<file path="src/rtl/cic_decim_comb_chain.sv">
`default_nettype none
// ============================================================================
// Module      : cic_decim_comb_chain
// Description : Back end of a CIC decimator. Keeps one of every R valid input
//               samples, then runs the decimated stream through CIC_N cascaded
//               comb stages (y = x - x[n-CIC_M]) at full DW width with modular
//               wrap-around. Pruning/truncation happen downstream.
//
// Build option: define CIC_VARIABLE_RATE_EN to make the decimation ratio
//               runtime-programmable through s_axis_rate_*. Without it the
//               ratio is fixed at CIC_R and the rate ports are ignored.
//
// Ports       :
//   clk                 in   rising-edge clock
//   reset_n             in   asynchronous active-low reset
//   s_axis_in_tdata     in   [DW]      signed sample from the integrator chain
//   s_axis_in_tvalid    in             one sample per high cycle
//   s_axis_rate_tdata   in   [RATE_DW] new ratio (variable-rate build only)
//   s_axis_rate_tvalid  in             rate load strobe (variable-rate build)
//   m_axis_out_tdata    out  [DW]      filtered, decimated sample
//   m_axis_out_tvalid   out            one-cycle strobe for m_axis_out_tdata
//
// Revision    : 1.0 - initial release
// ============================================================================
module cic_decim_comb_chain #(
    parameter int DW      = 18,
    parameter int CIC_R   = 10,
    parameter int CIC_N   = 7,
    parameter int CIC_M   = 1,
    parameter int RATE_DW = 16
) (
    input  logic               clk,
    input  logic               reset_n,
    input  logic [DW-1:0]      s_axis_in_tdata,
    input  logic               s_axis_in_tvalid,
    input  logic [RATE_DW-1:0] s_axis_rate_tdata,
    input  logic               s_axis_rate_tvalid,
    output logic [DW-1:0]      m_axis_out_tdata,
    output logic               m_axis_out_tvalid
);

`ifdef CIC_VARIABLE_RATE_EN
    // Counter must cover any ratio the rate bus can program.
    localparam int C_CNT_W = RATE_DW;
`else
    // Fixed ratio: counter only needs to reach CIC_R-1 (keep at least 1 bit).
    localparam int C_CNT_W = (CIC_R > 1) ? $clog2(CIC_R) : 1;
`endif

    logic [C_CNT_W-1:0] r_cnt;
    logic [C_CNT_W-1:0] w_last;      // counter value at which a sample is kept
    logic               w_rate_load;
    logic [DW-1:0]      r_ds_data;
    logic               r_ds_valid;

    // ------------------------------------------------------------------------
    // Ratio source
    // ------------------------------------------------------------------------
`ifdef CIC_VARIABLE_RATE_EN
    logic [C_CNT_W-1:0] r_rate;
    logic [C_CNT_W-1:0] w_rate_new;

    // A programmed ratio of 0 would never match the counter; treat it as 1.
    assign w_rate_new  = (s_axis_rate_tdata == '0) ? C_CNT_W'(1) : s_axis_rate_tdata;
    assign w_last      = r_rate - C_CNT_W'(1);
    assign w_rate_load = s_axis_rate_tvalid;

    always_ff @(posedge clk or negedge reset_n) begin
        if (!reset_n) begin
            r_rate <= C_CNT_W'(CIC_R);
        end else if (s_axis_rate_tvalid) begin
            r_rate <= w_rate_new;
        end
    end
`else
    localparam logic [C_CNT_W-1:0] C_LAST = C_CNT_W'(CIC_R - 1);

    logic w_unused;

    assign w_last      = C_LAST;
    assign w_rate_load = 1'b0;
    assign w_unused    = ^{s_axis_rate_tdata, s_axis_rate_tvalid};
`endif

    // ------------------------------------------------------------------------
    // Downsampler: counts valid inputs only; keeps the one at count R-1.
    // A rate load takes priority over a coincident sample, which is dropped.
    // ------------------------------------------------------------------------
    always_ff @(posedge clk or negedge reset_n) begin
        if (!reset_n) begin
            r_cnt      <= '0;
            r_ds_data  <= '0;
            r_ds_valid <= 1'b0;
        end else begin
            r_ds_valid <= 1'b0;
            if (w_rate_load) begin
                r_cnt <= '0;
            end else if (s_axis_in_tvalid) begin
                if (r_cnt == w_last) begin
                    r_cnt      <= '0;
                    r_ds_data  <= s_axis_in_tdata;
                    r_ds_valid <= 1'b1;
                end else begin
                    r_cnt <= r_cnt + C_CNT_W'(1);
                end
            end
        end
    end

    // ------------------------------------------------------------------------
    // Comb chain. Element 0 is the downsampler output, element k+1 is the
    // output of comb stage k.
    // ------------------------------------------------------------------------
    logic [DW-1:0] w_stage_data  [CIC_N+1];
    logic          w_stage_valid [CIC_N+1];

    assign w_stage_data[0]  = r_ds_data;
    assign w_stage_valid[0] = r_ds_valid;

    generate
        for (genvar k = 0; k < CIC_N; k++) begin : g_comb
            logic [DW-1:0] r_dly [CIC_M];   // r_dly[CIC_M-1] is x[n-CIC_M]
            logic [DW-1:0] r_out;
            logic          r_vld;

            always_ff @(posedge clk or negedge reset_n) begin
                if (!reset_n) begin
                    for (int j = 0; j < CIC_M; j++) begin
                        r_dly[j] <= '0;
                    end
                    r_out <= '0;
                    r_vld <= 1'b0;
                end else begin
                    r_vld <= w_stage_valid[k];
                    if (w_stage_valid[k]) begin
                        // Unsigned DW-bit subtraction is the intended modulo
                        // 2^DW CIC arithmetic; overflow wraps by design.
                        r_out    <= w_stage_data[k] - r_dly[CIC_M-1];
                        r_dly[0] <= w_stage_data[k];
                        for (int j = 1; j < CIC_M; j++) begin
                            r_dly[j] <= r_dly[j-1];
                        end
                    end
                end
            end

            assign w_stage_data[k+1]  = r_out;
            assign w_stage_valid[k+1] = r_vld;
        end
    endgenerate

    assign m_axis_out_tdata  = w_stage_data[CIC_N];
    assign m_axis_out_tvalid = w_stage_valid[CIC_N];

endmodule
`default_nettype wire

</file>
<file path="config.mk">
export PLATFORM = sky130hd
export DESIGN_NAME = cic_decim_comb_chain
export DESIGN_NICKNAME = d
export VERILOG_FILES = /design/src/rtl/cic_decim_comb_chain.sv
export SDC_FILE = /design/constraint.sdc
export NUM_CORES = 1
export LEC_CHECK = 0
export ABC_AREA = 1
export BUFFER_PORTS_ARGS = -buffer_cell sky130_fd_sc_hd__buf_2
export CAP_MARGIN = 15
export CORE_MARGIN = 10
export CORE_UTILIZATION = 60
export DETAILED_ROUTE_END_ITERATION = 16
export GPL_ROUTABILITY_DRIVEN = 0
export GPL_TIMING_DRIVEN = 0
export HOLD_SLACK_MARGIN = 0.05
export PLACE_DENSITY = 0.77
export SYNTH_ARGS = -nofsm -noshare
export SYNTH_HDL_FRONTEND = slang
export SYNTH_SLANG_ARGS = --single-unit
</file>
<file path="constraint.sdc">
create_clock -name clk -period 3.3 [get_ports clk]
set_clock_uncertainty 0.15 [all_clocks]
set_input_delay 0.825 -clock clk [delete_from_list [all_inputs] [get_ports clk]]
set_output_delay 0.825 -clock clk [all_outputs]
set_load 0.05 [all_outputs]
</file>
==> results.md <==
- Across the run, the number of max-cap violations was 0.
- The synthesized design contains 0 enable-type register cells.
- The critical path contains buffers and inverters numbering 4 combined.
- The critical path depth in cells is 4.
- Subtracting the final worst setup slack from the clock period gives between 2 and 2.5 ns.
- In this run the horizontal extent of the chip is roughly 190 µm.
- The most common cell after layout, fill and taps aside is nand2_1.
- The share of the clock period used by the worst path after layout is 70.8%.
- The setup check on the worst reg-to-reg path leaves a slack of approximately 1.1 ns.
- The destination of the worst register-to-register timing path is g_comb[5].r_out[16].
- In this run the critical register-to-register path is launched from g_comb[4].r_out[0].
- The area occupied by multi-input gates is 0.00879 mm².
- For the worst flop-to-flop path, the logic depth is 12.
- Derived from the worst setup path, the maximum achievable clock frequency is between 0.4 and 0.5 GHz.
- The post-synthesis sequential area ratio is 41.0%.
- The core footprint is about 0.028 mm².
- The fill cell instance count of the final layout is about 2400.
- The final net count is approximately 2600.
- The first element of the critical path is reset_n.
- The largest net degree at the start of global routing is roughly 130.
- The max-slew violation count was 0.
- The routed wire length is 37600 µm.
- Along the worst path, the maximum fanout reaches roughly 130.
- The violation count after the first detailed-routing iteration is between 900 and 1000.
- The CTS sink count is about 280.
- The launch point of the worst hold path is g_comb[2].r_vld.
- The starting density of the core is between 60 and 70%.
- The number of nets produced by synthesis is roughly 2500.
- The post-CTS resize count is 0.
- At the worst endpoint, the arrival time is between 2 and 3 ns.
- The tightest min-delay check is of the reg -> reg type.
- The final number of hold-violating endpoints is 0.
- At the worst endpoint, the required time is ~3.8 ns.
- In the final layout, the share of cells above drive strength 1 is under 10%.
- The finished layout holds 2829 standard cells, fillers aside.
- The clock reaches the later pin of the worst-skew pair after between 0.5 and 0.6 ns.
- The number of buffers added for setup after CTS is 0.
- The growth of design area from synthesis to finish is 10.3%.
- Synthesis handed over a netlist of 2353 instances.
- The count of buffers added on input and output ports is 39.
- The number of antenna violations at the first check in global routing is 0.
- In this run the number of H-tree levels came out at 1.
- The kind of cell with the highest combined delay on the critical path is buffers and inverters.
- Including well taps, the total number of placed cells is 2772.
- The async set-reset flop share out of synthesis is 100%.
- The critical path launch point type is an input pin.
- The via count normalized by instance count is between 5 and 6.
- The remaining global-route overflow is 0.
- The number of placement rows is roughly 60.
- The post-synth design cell area is between 0.015 and 0.02 mm².
- Synthesis instantiated 27 different standard cells from the library.
- The number of clock buffers added by TritonCTS is 30.
- The number of vias after detailed routing is between 10000 and 15000.
- Leaving out fill and tap cells, the most frequent cells in the layout are nand2_1 (854), inv_1 (292), dfrtp_1 (282), o21ai_0 (198), nor2_1 (137).
- The count of boundary I/O pins is 57.
- The synthesized area per cell is 7.31 µm².
- The final number of setup-violating endpoints is 0.
- The maximum buffer depth of the clock tree is 3.
- After detailed routing, the average wire length per cell comes to around 13 µm.
- The flip-flop and latch count after synthesis is 282.
- The cell repeated most along the worst path is buf_16.
- TritonCTS built the clock tree.
- At the pin with the least slew margin, the transition time is 0.618 ns.
- The die span in y is 189 µm.
- On the worst path, the slowest cell contributes a delay of around 0.56 ns.
- The slowest stage of the critical path is the dlygate4sd3_1 cell.
- Global routing used 21.4% of the available tracks across all layers.
- The sequential standard cell area is between 0.007 and 0.008 mm².
- The library cell used as clock root buffer is clkbuf_16.
- The iteration count of the initial detailed-routing pass is 5.
- The repair_antennas step left the layout with diodes totalling 0.
- The run finished with clean final reports.
- In the synthesized netlist the dominant register cell turns out to be dfrtp_1.
- The floorplan step defined a die boundary enclosing between 0.03 and 0.04 mm².
- Setup repair after global routing left no endpoint under its margin.
- Headroom to the max-slew limit came out at approximately 59%.
- The clock transition at the registers of the reported paths is about 0.060 ns.
- The via count of the first global-routing pass is about 15000.
- The remaining routing DRC violations is 0.
- STA classifies the critical path endpoint as an async pin.
- After clock tree synthesis, the flow added hold-fix buffers numbering 1.
- Adding up every negative setup slack in the final design gives 0 ns.
- The remaining antenna violation count after routing is 0.
- The setup path with the least slack is of type in -> async.
- The signal on the critical path passes through dlygate4sd3_1, buf_8, buf_16, buf_16.
- The critical path ends at g_comb[3].r_dly[16].
- The global-route wire length before repair is roughly 67000 µm.
- For this run, the number of Yosys warnings is 0.
- The total half-perimeter wirelength after legalization and detailed placement is between 20000 and 30000 µm.
[state kept, by name (all words and copies together) (netlist names)]
signal             flops
r_cnt                  4
m_axis_out_tdata      18
g_comb.r_out         108
r_ds_data             18
r_ds_valid             1
g_comb.r_dly         126
g_comb.r_vld           6
m_axis_out_tvalid      1
[logic make-up (layout without fill, tap and decap cells)]
family / after synthesis / in the layout / share of synthesized area, %
flops: 282 / 282 / 41.0
xor+xnor: 51 / 51 / 2.60
buf+inv: 351 / 449 / 7.82
simple gates: 1220 / 1220 / 29.3
fa+ha+maj: 126 / 126 / 9.47
compound gates: 323 / 323 / 9.76
[cell type report]
type                            count  area share, %
Clock buffer                       41           4.55
Clock inverter                     15          0.884
Sequential cell                   282           37.2
Tap cell                          378           2.49
Multi-Input combinational cell   1720           46.4
Timing Repair Buffer               42           1.42
Buffer                             52           1.17
Inverter                          299           5.92
[metrics by stage]
| stage | util, % | setup slack (ns) | area (µm²) | hold WS (ns) |
|---|---|---|---|---|
| 6_report | 67.7 | 0.964 | 19000 | 0.213 |
| 5_1_grt | 67.7 | 0.700 | 19000 | 0.235 |
| 4_1_cts | 67.7 | 0.868 | 19000 | 0.215 |
| 3_5_place_dp | 64.0 | 0.873 | 17900 | 0.206 |
| 3_3_place_gp | 63.8 | -3.81 | 17900 | 0.203 |
| 2_1_floorplan | - | 1.45 | 17200 | 0.199 |
[worst register-to-register path, stage by stage, from the launching register on]
cell,delay (ns)
dfrtp_1,0.39
inv_1,0.09
ha_1,0.17
inv_1,0.09
fa_1,0.47
nand2_2,0.12
o21ai_2,0.08
nand2_1,0.11
nand2_2,0.09
nand2_1,0.10
nand3b_1,0.09
nand3_1,0.12
nand2_1,0.06
[metal layers]
layer / vias to the layer above / share of wire [%] / wire length, µm / global-route usage [%]
met5: - / 0 / 0 / 0
met4: 0 / 1.9 / 712 / 5.31
met3: 57 / 3.6 / 1370 / 2.32
met2: 265 / 47 / 17800 / 36.4
met1: 6978 / 47 / 17800 / 28.6
li1: 7618 / - / - / -
[synth_stat cells (14+ instances only)]
master | n | area share [%]
nand2_2 | 18 | 0.65
nor3_1 | 15 | 0.44
nand2_1 | 854 | 19
a21oi_1 | 90 | 2.6
nand3_1 | 132 | 3.8
o21ai_0 | 198 | 5.8
nand3b_1 | 35 | 1.5
nor2_1 | 137 | 3.0
o21ai_1 | 14 | 0.41
ha_1 | 119 | 8.7
xor2_1 | 23 | 1.2
inv_1 | 292 | 6.4
clkbuf_1 | 29 | 0.63
xnor2_1 | 28 | 1.4
dfrtp_1 | 282 | 41
and2_1 | 14 | 0.51
[worst min path at each step]
stage / end / slack [ns] / cells past startpoint
floorplan: g_comb[0].r_vld / 0.20 / 0
global placement: g_comb[5].r_vld / 0.20 / 0
detailed placement: g_comb[3].r_vld / 0.21 / 0
CTS: g_comb[3].r_vld / 0.22 / 0
global route: g_comb[3].r_vld / 0.23 / 0
finish: g_comb[3].r_vld / 0.21 / 0
Power is not shown: default switching activity piles up to over one toggle a cycle in this logic, so the estimate is an artifact.
